==> src/rtl/multu_unit_pkg.sv <==
// Shared execute-stage constants: ALU function codes, multiplier FSM states
// and the default operand width.
package multu_unit_pkg;

   localparam int MULTU_WIDTH = 32;

   localparam logic [5:0] FN_SRL   = 6'd2;
   localparam logic [5:0] FN_MULTU = 6'd25;
   localparam logic [5:0] FN_ADD   = 6'd32;
   localparam logic [5:0] FN_SUB   = 6'd34;
   localparam logic [5:0] FN_AND   = 6'd36;
   localparam logic [5:0] FN_OR    = 6'd37;
   localparam logic [5:0] FN_SLT   = 6'd42;
   localparam logic [5:0] FN_OUT   = 6'd63;

   typedef enum logic [1:0] {
      ST_IDLE = 2'd0,
      ST_RUN  = 2'd1,
      ST_DONE = 2'd2
   } multu_state_t;

endpackage

==> src/rtl/multu_unit_step.sv <==
// One shift-add step of an unsigned multiply: conditionally add the
// multiplicand into the upper half, then shift the whole product right by one.
module multu_step #(
   parameter int WIDTH = 32
) (
   input  logic [2*WIDTH-1:0] prod,
   input  logic [WIDTH-1:0]   mcand,
   output logic [2*WIDTH-1:0] prod_next
);

   logic [WIDTH:0] upper_sum;

   // The extra top bit keeps the carry so it shifts back into the product.
   always_comb begin
      upper_sum = {1'b0, prod[2*WIDTH-1:WIDTH]};
      if (prod[0]) begin
         upper_sum = {1'b0, prod[2*WIDTH-1:WIDTH]} + {1'b0, mcand};
      end
      prod_next = {upper_sum, prod[WIDTH-1:1]};
   end

endmodule

==> src/rtl/multu_unit.sv <==
// Sequential unsigned multiplier beside the ALU; steps one bit per clock while
// the control block holds MULTU and commits to HI/LO only on the OUT code.
module multu_unit
   import multu_unit_pkg::*;
#(
   parameter int         WIDTH     = MULTU_WIDTH,
   parameter logic [5:0] SEL_MULTU = FN_MULTU,
   parameter logic [5:0] SEL_OUT   = FN_OUT
) (
   input  logic             clk,
   input  logic             rst_n,
   input  logic [5:0]       sel,
   input  logic [WIDTH-1:0] dataA,
   input  logic [WIDTH-1:0] dataB,
   output logic [WIDTH-1:0] hi,
   output logic [WIDTH-1:0] lo,
   output logic             busy,
   output logic             ready
);

   localparam int SW = (WIDTH > 1) ? $clog2(WIDTH) : 1;
   localparam logic [SW-1:0] LAST_STEP = SW'(WIDTH - 1);

   multu_state_t       state_reg;
   logic [2*WIDTH-1:0] prod_reg;
   logic [2*WIDTH-1:0] prod_next;
   logic [WIDTH-1:0]   mcand_reg;
   logic [SW-1:0]      step_reg;
   logic [WIDTH-1:0]   hi_reg;
   logic [WIDTH-1:0]   lo_reg;
   logic               busy_reg;
   logic               ready_reg;

   multu_step #(.WIDTH(WIDTH)) u_step (
      .prod      (prod_reg),
      .mcand     (mcand_reg),
      .prod_next (prod_next)
   );

   always_ff @(posedge clk) begin
      if (!rst_n) begin
         state_reg <= ST_IDLE;
         prod_reg  <= '0;
         mcand_reg <= '0;
         step_reg  <= '0;
         hi_reg    <= '0;
         lo_reg    <= '0;
         busy_reg  <= 1'b0;
         ready_reg <= 1'b0;
      end else begin
         case (state_reg)
            ST_IDLE: begin
               if (sel == SEL_MULTU) begin
                  mcand_reg <= dataA;
                  prod_reg  <= {{WIDTH{1'b0}}, dataB};
                  step_reg  <= '0;
                  state_reg <= ST_RUN;
                  busy_reg  <= 1'b1;
               end
            end
            ST_RUN: begin
               if (sel == SEL_MULTU) begin
                  prod_reg <= prod_next;
                  if (step_reg == LAST_STEP) begin
                     state_reg <= ST_DONE;
                     busy_reg  <= 1'b0;
                     ready_reg <= 1'b1;
                  end else begin
                     step_reg <= step_reg + 1'b1;
                  end
               end else begin
                  // Anything but MULTU mid-run (OUT included) abandons the product.
                  state_reg <= ST_IDLE;
                  busy_reg  <= 1'b0;
               end
            end
            ST_DONE: begin
               if (sel != SEL_MULTU) begin
                  if (sel == SEL_OUT) begin
                     hi_reg <= prod_reg[2*WIDTH-1:WIDTH];
                     lo_reg <= prod_reg[WIDTH-1:0];
                  end
                  state_reg <= ST_IDLE;
                  ready_reg <= 1'b0;
               end
            end
            default: begin
               state_reg <= ST_IDLE;
               busy_reg  <= 1'b0;
               ready_reg <= 1'b0;
            end
         endcase
      end
   end

   assign hi    = hi_reg;
   assign lo    = lo_reg;
   assign busy  = busy_reg;
   assign ready = ready_reg;

endmodule

==> config.mk <==
export PLATFORM = sky130hd
export DESIGN_NAME = multu_unit
export DESIGN_NICKNAME = d
export VERILOG_FILES = /design/src/rtl/multu_unit_pkg.sv /design/src/rtl/multu_unit_step.sv /design/src/rtl/multu_unit.sv
export SDC_FILE = /design/constraint.sdc
export NUM_CORES = 1
export LEC_CHECK = 0
export CAP_MARGIN = 20
export CORE_MARGIN = 5
export CORE_UTILIZATION = 35
export DETAILED_ROUTE_END_ITERATION = 12
export SLEW_MARGIN = 25
export SYNTH_ARGS = -nofsm -noshare
export SYNTH_HDL_FRONTEND = slang
export SYNTH_SLANG_ARGS = --single-unit
==> constraint.sdc <==
create_clock -name clk -period 3.1 [get_ports clk]
set_input_delay 0.62 -clock clk [delete_from_list [all_inputs] [get_ports clk]]
set_output_delay 0.62 -clock clk [all_outputs]
set_load 0.02 [all_outputs]
==> results.md <==
- Via count: 7728
- Post-Syn Nets: 1170
- Worst path bufs/invs: 0
- Remaining antenna violation count: 0
- Root buf cell: clkbuf_16
- Number of flops mapped to enable cells by yosys: 0
- Seq. cell area: 3383 µm²
- CTS sink count: 169
- Net Sw Frac: 22.19%
- CP Class: reg2reg
- Antenna Cells: 0
- Vias per inst: 5.142
- Hold Fails Final Rpt: 0
- Synthesized cell area: 8558 µm²
- WL per Instance: 15.76 µm
- Die area: 27680 µm²
- Die height: 166.4 µm
- CP startpoint kind: flip-flop
- Htree depth: 4
- Drt first pass iters: 4
- Multi-input gate area: 4783 µm²
- Worst Hold Class: reg2reg
- Pwr Density: 410.1 nW/µm²
- Final HPWL DP: 17.03 mm
- Number of DRC markers in iteration 0: 522
- Worst Path Arrival: 2.95 ns
- Status: finished, final reports clean
- Combinational power share: 4.5%
- Post-cts sizing count: 0
- # rows: 57
- Initial antenna violation count: 0
- Post-CTS Setup Bufs: 0
- Worst-Skew Late Latency: 0.42 ns
- Fill count: 2457
- RSZ-0062 raised after global routing: no
- Synth Area per Inst: 8.051 µm²
- Synthesized flop and latch total: 169
- Vias in the first global route: 7633
- Worst EP required: 3.39 ns
- Max-cap violations: 0
- Crit-path max cell delay: 0.41 ns
- Global route overflow: 0
- Cell variety after synth: 72
- Synth async-reset ratio: 0%
- Largest net degree at the start of global routing: 55
- I/O pins: 138
- Global-route wire length before repair: 39.23 mm
- Total net switching power: 0.9797 mW
- Lkg Pwr: 3.906 nW
- GRT Util Overall: 16.87%
- Post-synthesis sequential area ratio: 39.53%
- Final setup TNS: 0 ns
- Seq pwr share: 49.5%
- Hold_ws: 0.4485 ns
- Worst-Margin Slew: 0.6160 ns
- Maximum VDD drop: 0.2469 mV
- PortBufs: 137
- Critical path endpoint category: flip-flop
- Reg2Reg Setup Slack: 0.44 ns
- Starting Density: 35.40%
- Die W: 166.4 µm
- Max Slew Vio Count: 0
- Power share of the clock group: 46.0%
- Rel. slew slack: 58.93%
- Setup violations, final: 0
- Synth Warn #: 0
- Nets: 1273
- Cts hold-fix bufs: 0
- Pint: 3.436 mW
- Critical Path Fanout Max: 4
- Area grow syn2layout: 25.80%
- Core area: 24180 µm²
- CP Cell Sequence: ha_1 -> fa_1 -> a21oi_1 -> o2111ai_1 -> nand2_1 -> o21ai_2 -> a211oi_2 -> xor2_1 -> a31oi_1
- Max frequency: 375.5 MHz
- DRC violation count after routing: 0
- Final WL: 23.69 mm
- Synthesized instance count: 1063
- Crit share post-route: 85.91%
- CTS Buf Count: 17
- Worst Skew: 0.009128 ns
- Largest register FFs: 64
- Layout cells sized above 1: 7.803%
- CP top delay family: compound AO/OA/AOI/OAI gates
- Top FF cell, synth: dfxtp_1
- Routability cong.: 0.8627
- Post-route minimum period: 2.663 ns
- Clock buffer depth: 2
- CTS tree: yes
- Slowest CP cell: fa_1
- Clock-pin slew on the worst setup and hold paths: 0.06 ns
## power groups by stage
stage	sequential [mW]	clock [mW]	combinational [mW]
after global placement	2.23	0	0.202
final	2.19	2.03	0.200
after global routing	2.18	2.18	0.216
after detailed placement	2.23	0	0.201
after floorplan	2.23	0	0.0772
after CTS	2.18	2.09	0.203
## tightest hold or removal path: cells and delay by family (launching register included)
family | cells | cell delay (ns)
compound gates | 1 | 0.05
flops | 1 | 0.31
simple gates | 1 | 0.05
## Yosys cell counts (5+ instances only)
cell / instances / share of area, %
a211oi_1: 31 / 2.7
a211oi_2: 6 / 0.88
a21o_1: 6 / 0.53
a21oi_1: 140 / 8.2
a21oi_2: 7 / 0.72
a22oi_1: 17 / 1.5
and3_1: 7 / 0.51
buf_2: 17 / 0.99
buf_4: 6 / 0.53
buf_6: 6 / 0.79
clkbuf_1: 45 / 2.0
dfxtp_1: 169 / 40
ha_1: 34 / 5.0
inv_1: 10 / 0.44
mux2i_1: 37 / 4.3
nand2_1: 252 / 11
nand3_1: 19 / 1.1
nand4_1: 9 / 0.66
nor2_1: 82 / 3.6
nor3_1: 8 / 0.47
o211ai_1: 7 / 0.61
o21a_1: 8 / 0.70
o21ai_0: 22 / 1.3
o21ai_2: 5 / 0.51
o22ai_1: 14 / 1.0
or3_1: 5 / 0.37
xnor2_1: 9 / 0.92
xor2_1: 15 / 1.5
## stage by stage
step                power, mW  instances  instance area, µm²  utilization [%]  worst slack [ns]
floorplan               2.310       1063                8558                -            0.8166
global route            4.582       1503               10770            44.53            0.2575
CTS                     4.476       1503               10770            44.53            0.4328
finish                  4.416       1503               10770            44.53            0.4369
detailed placement      2.436       1471               10210            42.22            0.2222
global placement        2.436       1471               10210            42.22            0.2530
## per-layer routing
layer / GRT usage, % / up-vias / routed length (µm)
met2: 28.12 / 140 / 10930
met4: 4.589 / 0 / 346
li1: - / 3940 / -
met1: 22.45 / 3617 / 11530
met3: 3.237 / 31 / 878
met5: 0 / - / 0
## worst paths after layout
check	cells past startpoint	start	end
max	9	prod_reg[32]	prod_reg[57]
min	2	lo[5]	lo[5]
max reg2reg	9	prod_reg[32]	prod_reg[57]
min reg2reg	2	lo[5]	lo[5]
## layout by cell type, fill, tap and decap left out, drive strengths merged, types with 8 or more instances in the layout
cell / n
buf: 21
ha: 34
a21oi: 148
xnor2: 9
dfxtp: 169
nor3: 10
clkbuf: 21
nor2: 84
a211oi: 37
mux2i: 37
o21ai: 30
nand4: 9
nand3: 19
xor2: 15
clkdlybuf4s50: 137
a22oi: 17
nand2: 255
o21a: 8
inv: 11
o22ai: 14
o211ai: 8
## layout make-up
type                    instances  area share [%]
clock buffers                  21           4.277
clock inverters                11          0.9181
inverters                      11          0.4067
multi-input cells             809           44.43
flip-flops and latches        169           31.42
well taps                     324           3.765
repair buffers                158           14.78
## kinds of logic after synthesis
group | Yosys count | synth area share [%]
multiplexers | 39 | 4.591
XOR/XNOR | 24 | 2.456
AND/OR/NAND/NOR | 414 | 20.77
AO/OA/AOI/OAI | 297 | 22.68
buffers and inverters | 85 | 4.766
adder cells (fa/ha/maj) | 35 | 5.205
flip-flops | 169 | 39.53
(Power assumes the default switching activity.)
